<file path="config.mk">
export PLATFORM = sky130hd
export DESIGN_NAME = seg7_scan_mux
export DESIGN_NICKNAME = d
export VERILOG_FILES = /design/src/rtl/seg7_pkg.sv /design/src/rtl/seg7_prescaler.sv /design/src/rtl/seg7_scan_mux.sv
export SDC_FILE = /design/constraint.sdc
export NUM_CORES = 1
export LEC_CHECK = 0
export ABC_AREA = 1
export BUFFER_PORTS_ARGS = -buffer_cell sky130_fd_sc_hd__buf_4
export CORE_MARGIN = 2
export CORE_UTILIZATION = 30
export CTS_CLUSTER_DIAMETER = 100
export DETAILED_ROUTE_END_ITERATION = 7
export SLEW_MARGIN = 40
export SYNTH_ARGS = -nofsm -noshare
export SYNTH_HDL_FRONTEND = slang
export SYNTH_SLANG_ARGS = --single-unit
</file>
<file path="constraint.sdc">
create_clock -name clk -period 1.9 [get_ports clk]
set_clock_uncertainty 0.15 [all_clocks]
set_input_delay 0.38 -clock clk [delete_from_list [all_inputs] [get_ports clk]]
set_output_delay 0.38 -clock clk [all_outputs]
set_load 0.005 [all_outputs]
</file>
<file path="src/rtl/seg7_pkg.sv">
// Shared constants and types for the 7-segment display blocks.
package seg7_pkg;

  localparam int unsigned NDIG_DEF    = 4;
  localparam int unsigned DIV_W_DEF   = 17;
  localparam int unsigned DIV_MAX_DEF = 99999;
  localparam int unsigned GUARD_DEF   = 4;

  // Board drives anodes and segments active-low.
  localparam logic ANODE_ON = 1'b0;
  localparam logic SEG_ON   = 1'b0;

  typedef logic [3:0] nibble_t;

  // Index counter width; a single digit still needs one bit.
  function automatic int unsigned idx_width(input int unsigned n);
    return (n > 1) ? $clog2(n) : 1;
  endfunction

endpackage

</file>
<file path="src/rtl/seg7_prescaler.sv">
// Free-running 0..DIV_MAX counter with a wrap strobe on the terminal count.
module seg7_prescaler #(
  parameter int unsigned DIV_W   = 17,
  parameter int unsigned DIV_MAX = 99999
) (
  input  logic             clk,
  input  logic             rst_n,
  output logic [DIV_W-1:0] cnt,
  output logic             wrap
);

  localparam logic [DIV_W-1:0] MAX_C = DIV_W'(DIV_MAX);
  localparam logic [DIV_W-1:0] ONE_C = DIV_W'(1);

  logic [DIV_W-1:0] cnt_q;
  logic [DIV_W-1:0] cnt_d;

  always_comb begin
    wrap  = (cnt_q == MAX_C);
    cnt_d = wrap ? '0 : cnt_q + ONE_C;
  end

  always_ff @(posedge clk) begin
    if (!rst_n) begin
      cnt_q <= '0;
    end else begin
      cnt_q <= cnt_d;
    end
  end

  assign cnt = cnt_q;

endmodule

</file>
<file path="src/rtl/seg7_scan_mux.sv">
// Scans NDIG digits onto one shared decoder nibble with active-low anodes,
// double-buffered loading, anti-ghosting guard and leading-zero blanking.
module seg7_scan_mux
  import seg7_pkg::*;
#(
  parameter int unsigned NDIG    = NDIG_DEF,
  parameter int unsigned DIV_W   = DIV_W_DEF,
  parameter int unsigned DIV_MAX = DIV_MAX_DEF,
  parameter int unsigned GUARD   = GUARD_DEF
) (
  input  logic              clk,
  input  logic              rst_n,
  input  logic              load,
  input  logic [4*NDIG-1:0] din,
  input  logic [NDIG-1:0]   dp_in,
  input  logic              blank_lz,
  output logic [3:0]        nib_out,
  output logic [NDIG-1:0]   an_n,
  output logic              dp_n,
  output logic              pending,
  output logic              tick
);

  localparam int unsigned      IDX_W    = idx_width(NDIG);
  localparam logic [IDX_W-1:0] IDX_LAST = IDX_W'(NDIG - 1);
  localparam logic [IDX_W-1:0] IDX_ONE  = IDX_W'(1);
  localparam logic [DIV_W-1:0] GUARD_C  = DIV_W'(GUARD);

  logic [DIV_W-1:0]  cnt;
  logic              wrap;

  logic [IDX_W-1:0]  idx_q, idx_d;
  logic [4*NDIG-1:0] disp_q, disp_d;
  logic [NDIG-1:0]   disp_dp_q, disp_dp_d;
  logic [4*NDIG-1:0] pend_q, pend_d;
  logic [NDIG-1:0]   pend_dp_q, pend_dp_d;
  logic              pending_q, pending_d;

  nibble_t           nib_q, nib_d;
  logic [NDIG-1:0]   an_n_q, an_n_d;
  logic              dp_n_q, dp_n_d;
  logic              tick_q, tick_d;

  logic              frame_end;
  logic              all_zero;
  logic [NDIG-1:0]   zero_run;
  logic [NDIG-1:0]   blanked;
  nibble_t           cur_nib;
  logic              cur_dp;
  logic              cur_blank;
  logic              an_on;

  seg7_prescaler #(
    .DIV_W   (DIV_W),
    .DIV_MAX (DIV_MAX)
  ) u_prescaler (
    .clk   (clk),
    .rst_n (rst_n),
    .cnt   (cnt),
    .wrap  (wrap)
  );

  // Commit is evaluated before load so a load on the boundary cycle lands in
  // pend and stays pending, while the old pend goes to the display.
  always_comb begin
    frame_end = wrap && (idx_q == IDX_LAST);

    idx_d = idx_q;
    if (wrap) begin
      idx_d = (idx_q == IDX_LAST) ? '0 : idx_q + IDX_ONE;
    end

    disp_d    = disp_q;
    disp_dp_d = disp_dp_q;
    pend_d    = pend_q;
    pend_dp_d = pend_dp_q;
    pending_d = pending_q;

    if (frame_end && pending_q) begin
      disp_d    = pend_q;
      disp_dp_d = pend_dp_q;
      pending_d = 1'b0;
    end

    if (load) begin
      pend_d    = din;
      pend_dp_d = dp_in;
      pending_d = 1'b1;
    end
  end

  // zero_run[i]: displayed digits NDIG-1 down to i are all zero.
  always_comb begin
    all_zero = 1'b1;
    zero_run = '0;
    for (int unsigned k = 0; k < NDIG; k++) begin
      all_zero = all_zero && (disp_q[4*(NDIG-1-k) +: 4] == 4'h0);
      zero_run[NDIG-1-k] = all_zero;
    end
    blanked = blank_lz ? (zero_run & ~NDIG'(1)) : '0;
  end

  always_comb begin
    cur_nib   = '0;
    cur_dp    = 1'b0;
    cur_blank = 1'b0;
    for (int unsigned i = 0; i < NDIG; i++) begin
      if (idx_q == IDX_W'(i)) begin
        cur_nib   = disp_q[4*i +: 4];
        cur_dp    = disp_dp_q[i];
        cur_blank = blanked[i];
      end
    end

    an_on = (cnt >= GUARD_C) && !cur_blank;

    an_n_d = {NDIG{~ANODE_ON}};
    for (int unsigned i = 0; i < NDIG; i++) begin
      if (an_on && (idx_q == IDX_W'(i))) begin
        an_n_d[i] = ANODE_ON;
      end
    end

    nib_d  = cur_nib;
    dp_n_d = (cur_dp && an_on) ? SEG_ON : ~SEG_ON;
    tick_d = wrap;
  end

  always_ff @(posedge clk) begin
    if (!rst_n) begin
      idx_q     <= '0;
      disp_q    <= '0;
      disp_dp_q <= '0;
      pend_q    <= '0;
      pend_dp_q <= '0;
      pending_q <= 1'b0;
      nib_q     <= '0;
      an_n_q    <= {NDIG{~ANODE_ON}};
      dp_n_q    <= ~SEG_ON;
      tick_q    <= 1'b0;
    end else begin
      idx_q     <= idx_d;
      disp_q    <= disp_d;
      disp_dp_q <= disp_dp_d;
      pend_q    <= pend_d;
      pend_dp_q <= pend_dp_d;
      pending_q <= pending_d;
      nib_q     <= nib_d;
      an_n_q    <= an_n_d;
      dp_n_q    <= dp_n_d;
      tick_q    <= tick_d;
    end
  end

  assign nib_out = nib_q;
  assign an_n    = an_n_q;
  assign dp_n    = dp_n_q;
  assign pending = pending_q;
  assign tick    = tick_q;

endmodule

</file>
==> flow_summary_export.csv <==
group,metric,value,unit
global_route,grtUsageMet2,0.201,
global_route,grtUsageMet3,0.0443,
sta,drv_slew,0,
layout,nets,501,
synth,synthTopCellsByArea,"dfxtp_1, nor2_1, nand2_1",
power_and_ir_drop,switching_share,0.232,
clock_tree,root_buffer,"clkbuf_8",
die,initial_core_util,0.311,
sta,relSlewSlack,0.747,
sta,finalSetupViolCount,0,
clock_tree,cts_tree,"done",
clock_tree,clk_path_buf_depth,2,
synth,synth-edff-count,0,
synth,synth_top_area_cell,"dfxtp_1",
setup_path,required,2.00,ns
min_path,min_from,"din[4]",
sta,hold_viol_final,0,
power_and_ir_drop,p_leak,1.64,nW
sta,timing.setup.tns,0,ns
layout,layout-drive-gt1-share,0.155,
setup_path,cp_max_fo,20,
die,rows,36,
place,dp_hpwl,4770,um
layout,num_antenna_cells,0,
power_and_ir_drop,pwr-share-seq,0.504,
clock_tree,cts.reportedPaths.clkPinSlew,0.08,ns
drt,viasPerCell,4.30,
power_and_ir_drop,p_per_area,815,nW/um^2
setup_path,critPathLaunchType,"flop",
clock_tree,cts_setup_buffers,0,
power_and_ir_drop,p_comb_frac,0.046,
sta,rsz0062_at_grt,"false",
sta,finalCritPeriodShare,0.899,
min_path,whs_endpoint,"pend_q[4]",
drt,route.detailed.drc,0,
global_route,use_met1,0.169,
synth,synth_warnings,0,
sta,fmax,0.585,GHz
synth,synth.most_common_cell,"nor2_1",
place,placed_cell_area,3470,um^2
layout,final_area,3710,um^2
global_route,grt_max_degree,30,
clock_tree,hold_buffers,0,
synth,synth.avg_cell_area,7.07,um^2
drt,drtPass1Iterations,4,
synth,ys_ff_latch,70,
synth,synth_top_area_share,0.457,
setup_path,crit_type,"flop to flop",
setup_path,reg2reg_slack,0.19,ns
synth,synth_flop_cell,"dfxtp_1",
run,maxCapViolCount,0,
drt,ant_nets,0,
setup_path,r2r_cells,9,
clock_tree,cts_buffers,9,
drt,vias,2616,
drt,wl_per_cell,11.0,um
setup_path,arrival,1.81,ns
clock_tree,clk_latency,0.35,ns
synth,syn_area,3070,um^2
place,routabilityCongestion,0.853,
setup_path,cp-end-kind,"flop",
power_and_ir_drop,peakVddDrop,0.341,mV
clock_tree,cts_resized,0,
die,die_h,105,um
drt,first_iter_violations,167,
global_route,grt_pass1_wl,11500,um
min_path,hold_path.class,"primary input to flop",
global_route,grt_use_total,0.130,
global_route,top_usage_layer,"met2",
die,ios,35,
clock_tree,htree_levels,3,
global_route,antenna_found_initial,0,
synth,synth_commonest_cells,"nor2_1, nand2_1, dfxtp_1, inv_1, o21ai_0",
synth,synth_cells,434,
die,core,9860,um^2
run_status,status,"finished clean",
sta,layout_min_cycle_time,1.71,ns
synth,yosysSeqAreaShare,0.457,
sta,tightest_slew,0.376,ns
drt,wirelength,6710,um
synth,synthArstFlopShare,0,
layout,areaGrowthSynthToFinish,20.8,%
place,portBuffers,34,
power_and_ir_drop,p_sw,0.000700,W
global_route,grt_pass1_vias,2446,
die,die_area,11100,um^2
global_route,grt-ovfl-total,0,
setup_path,rr_startpoint,"u_prescaler.cnt[1]",
synth,syn_nets,464,
synth,synth_cell_type_count,27,
setup_path,r2r_end,"disp_q[6]",
die,fp.dieW,105,um
clock_tree,clock_sinks,70,
power_and_ir_drop,pwr-share-clk,0.450,
min_path,hold_depth,3,
power_and_ir_drop,internal_power,0.00232,W
[critical path, cell delays in order (launching register included)]
cell and delay [ns]:
dfxtp_1 0.36, ha_1 0.19, nand2_2 0.08, nor2_4 0.12
nand3_1 0.08, nor2_1 0.13, nand4_1 0.12, buf_6 0.20
nor2_1 0.13, nor2_1 0.06
[final cells by class]
type | count | area, um^2
Clock buffer | 9 | 124
Clock inverter | 7 | 103
Fill cell | 1018 | 6160
Inverter | 46 | 173
Multi-Input combinational cell | 303 | 1410
Sequential cell | 70 | 1400
Tap cell | 133 | 166
Timing Repair Buffer | 41 | 328
[through the flow]
| stage | utilization | cells | setup WS, ns | total power [W] | hold WS, ns |
|---|---|---|---|---|---|
| after floorplan | - | 434 | 0.365 | 0.00163 | 0.280 |
| after global placement | 0.352 | 593 | 0.179 | 0.00170 | 0.293 |
| after detailed placement | 0.352 | 593 | 0.109 | 0.00170 | 0.313 |
| after CTS | 0.375 | 609 | 0.111 | 0.00307 | 0.0726 |
| after global routing | 0.376 | 609 | 0.0187 | 0.00315 | 0.0706 |
| final | 0.376 | 609 | 0.191 | 0.00302 | 0.0915 |
[logic make-up (layout without fill, tap and decap cells)]
family / after synthesis / in the layout / share of synthesized area
and+or+nand+nor: 242 / 242 / 0.342
DFF: 70 / 70 / 0.457
buffers and inverters: 61 / 103 / 0.0836
AOI/OAI and AO/OA: 53 / 53 / 0.0876
adders and majority gates: 6 / 6 / 0.0245
xor gates and xnor gates: 2 / 2 / 0.00571
[sequential cells by signal (all words and copies together) (netlist names), 2 cells and up]
name,cells
nib_out,4
u_prescaler.cnt,17
idx_q,2
pend_dp_q,4
disp_dp_q,4
an_n,4
pend_q,16
disp_q,16
[how the worst max path moves through the flow]
| stage | start | end | cells past startpoint |
|---|---|---|---|
| detailed placement | u_prescaler.cnt[0] | disp_q[6] | 9 |
| CTS | u_prescaler.cnt[0] | disp_q[6] | 9 |
| finish | u_prescaler.cnt[1] | disp_q[6] | 9 |
| global placement | u_prescaler.cnt[0] | disp_q[8] | 9 |
| floorplan | u_prescaler.cnt[0] | disp_dp_q[0] | 9 |
| global route | u_prescaler.cnt[1] | disp_q[8] | 9 |
[routing by layer]
metal,routed length (um),share of wire,vias to the layer above
li1,-,-,1439
met4,2,0.00030,0
met1,3420,0.51,1128
met3,256,0.038,2
met5,0,0,-
met2,3030,0.45,47
[placed cells by master, fill, tap and decap left out, types with 2 or more instances in the layout]
cell       netlist  layout
a21oi_1         19      19
clkbuf_8         0       9
nor2_1         105     105
bufinv_16        0       2
ha_1             6       6
inv_6            0       3
o21ai_0         32      32
nand2_2          5       5
nor3_1           7       7
buf_6            3       2
nand4_1          7       7
buf_4            0      38
nor3_2           2       2
dfxtp_1         70      69
nand2_1         80      80
nor2_4           3       3
inv_1           44      44
nand3b_1         4       4
inv_2            2       2
nand3_1         24      24
[power by group through the flow]
| stage | registers, W | logic (W) | clock network, W |
|---|---|---|---|
| floorplan | 0.00155 | 0.0000766 | 0 |
| global placement | 0.00156 | 0.000138 | 0 |
| detailed placement | 0.00156 | 0.000141 | 0 |
| CTS | 0.00152 | 0.000142 | 0.00141 |
| global route | 0.00153 | 0.000158 | 0.00147 |
| finish | 0.00152 | 0.000139 | 0.00136 |
Note: power is estimated with default switching activity, not from simulation.
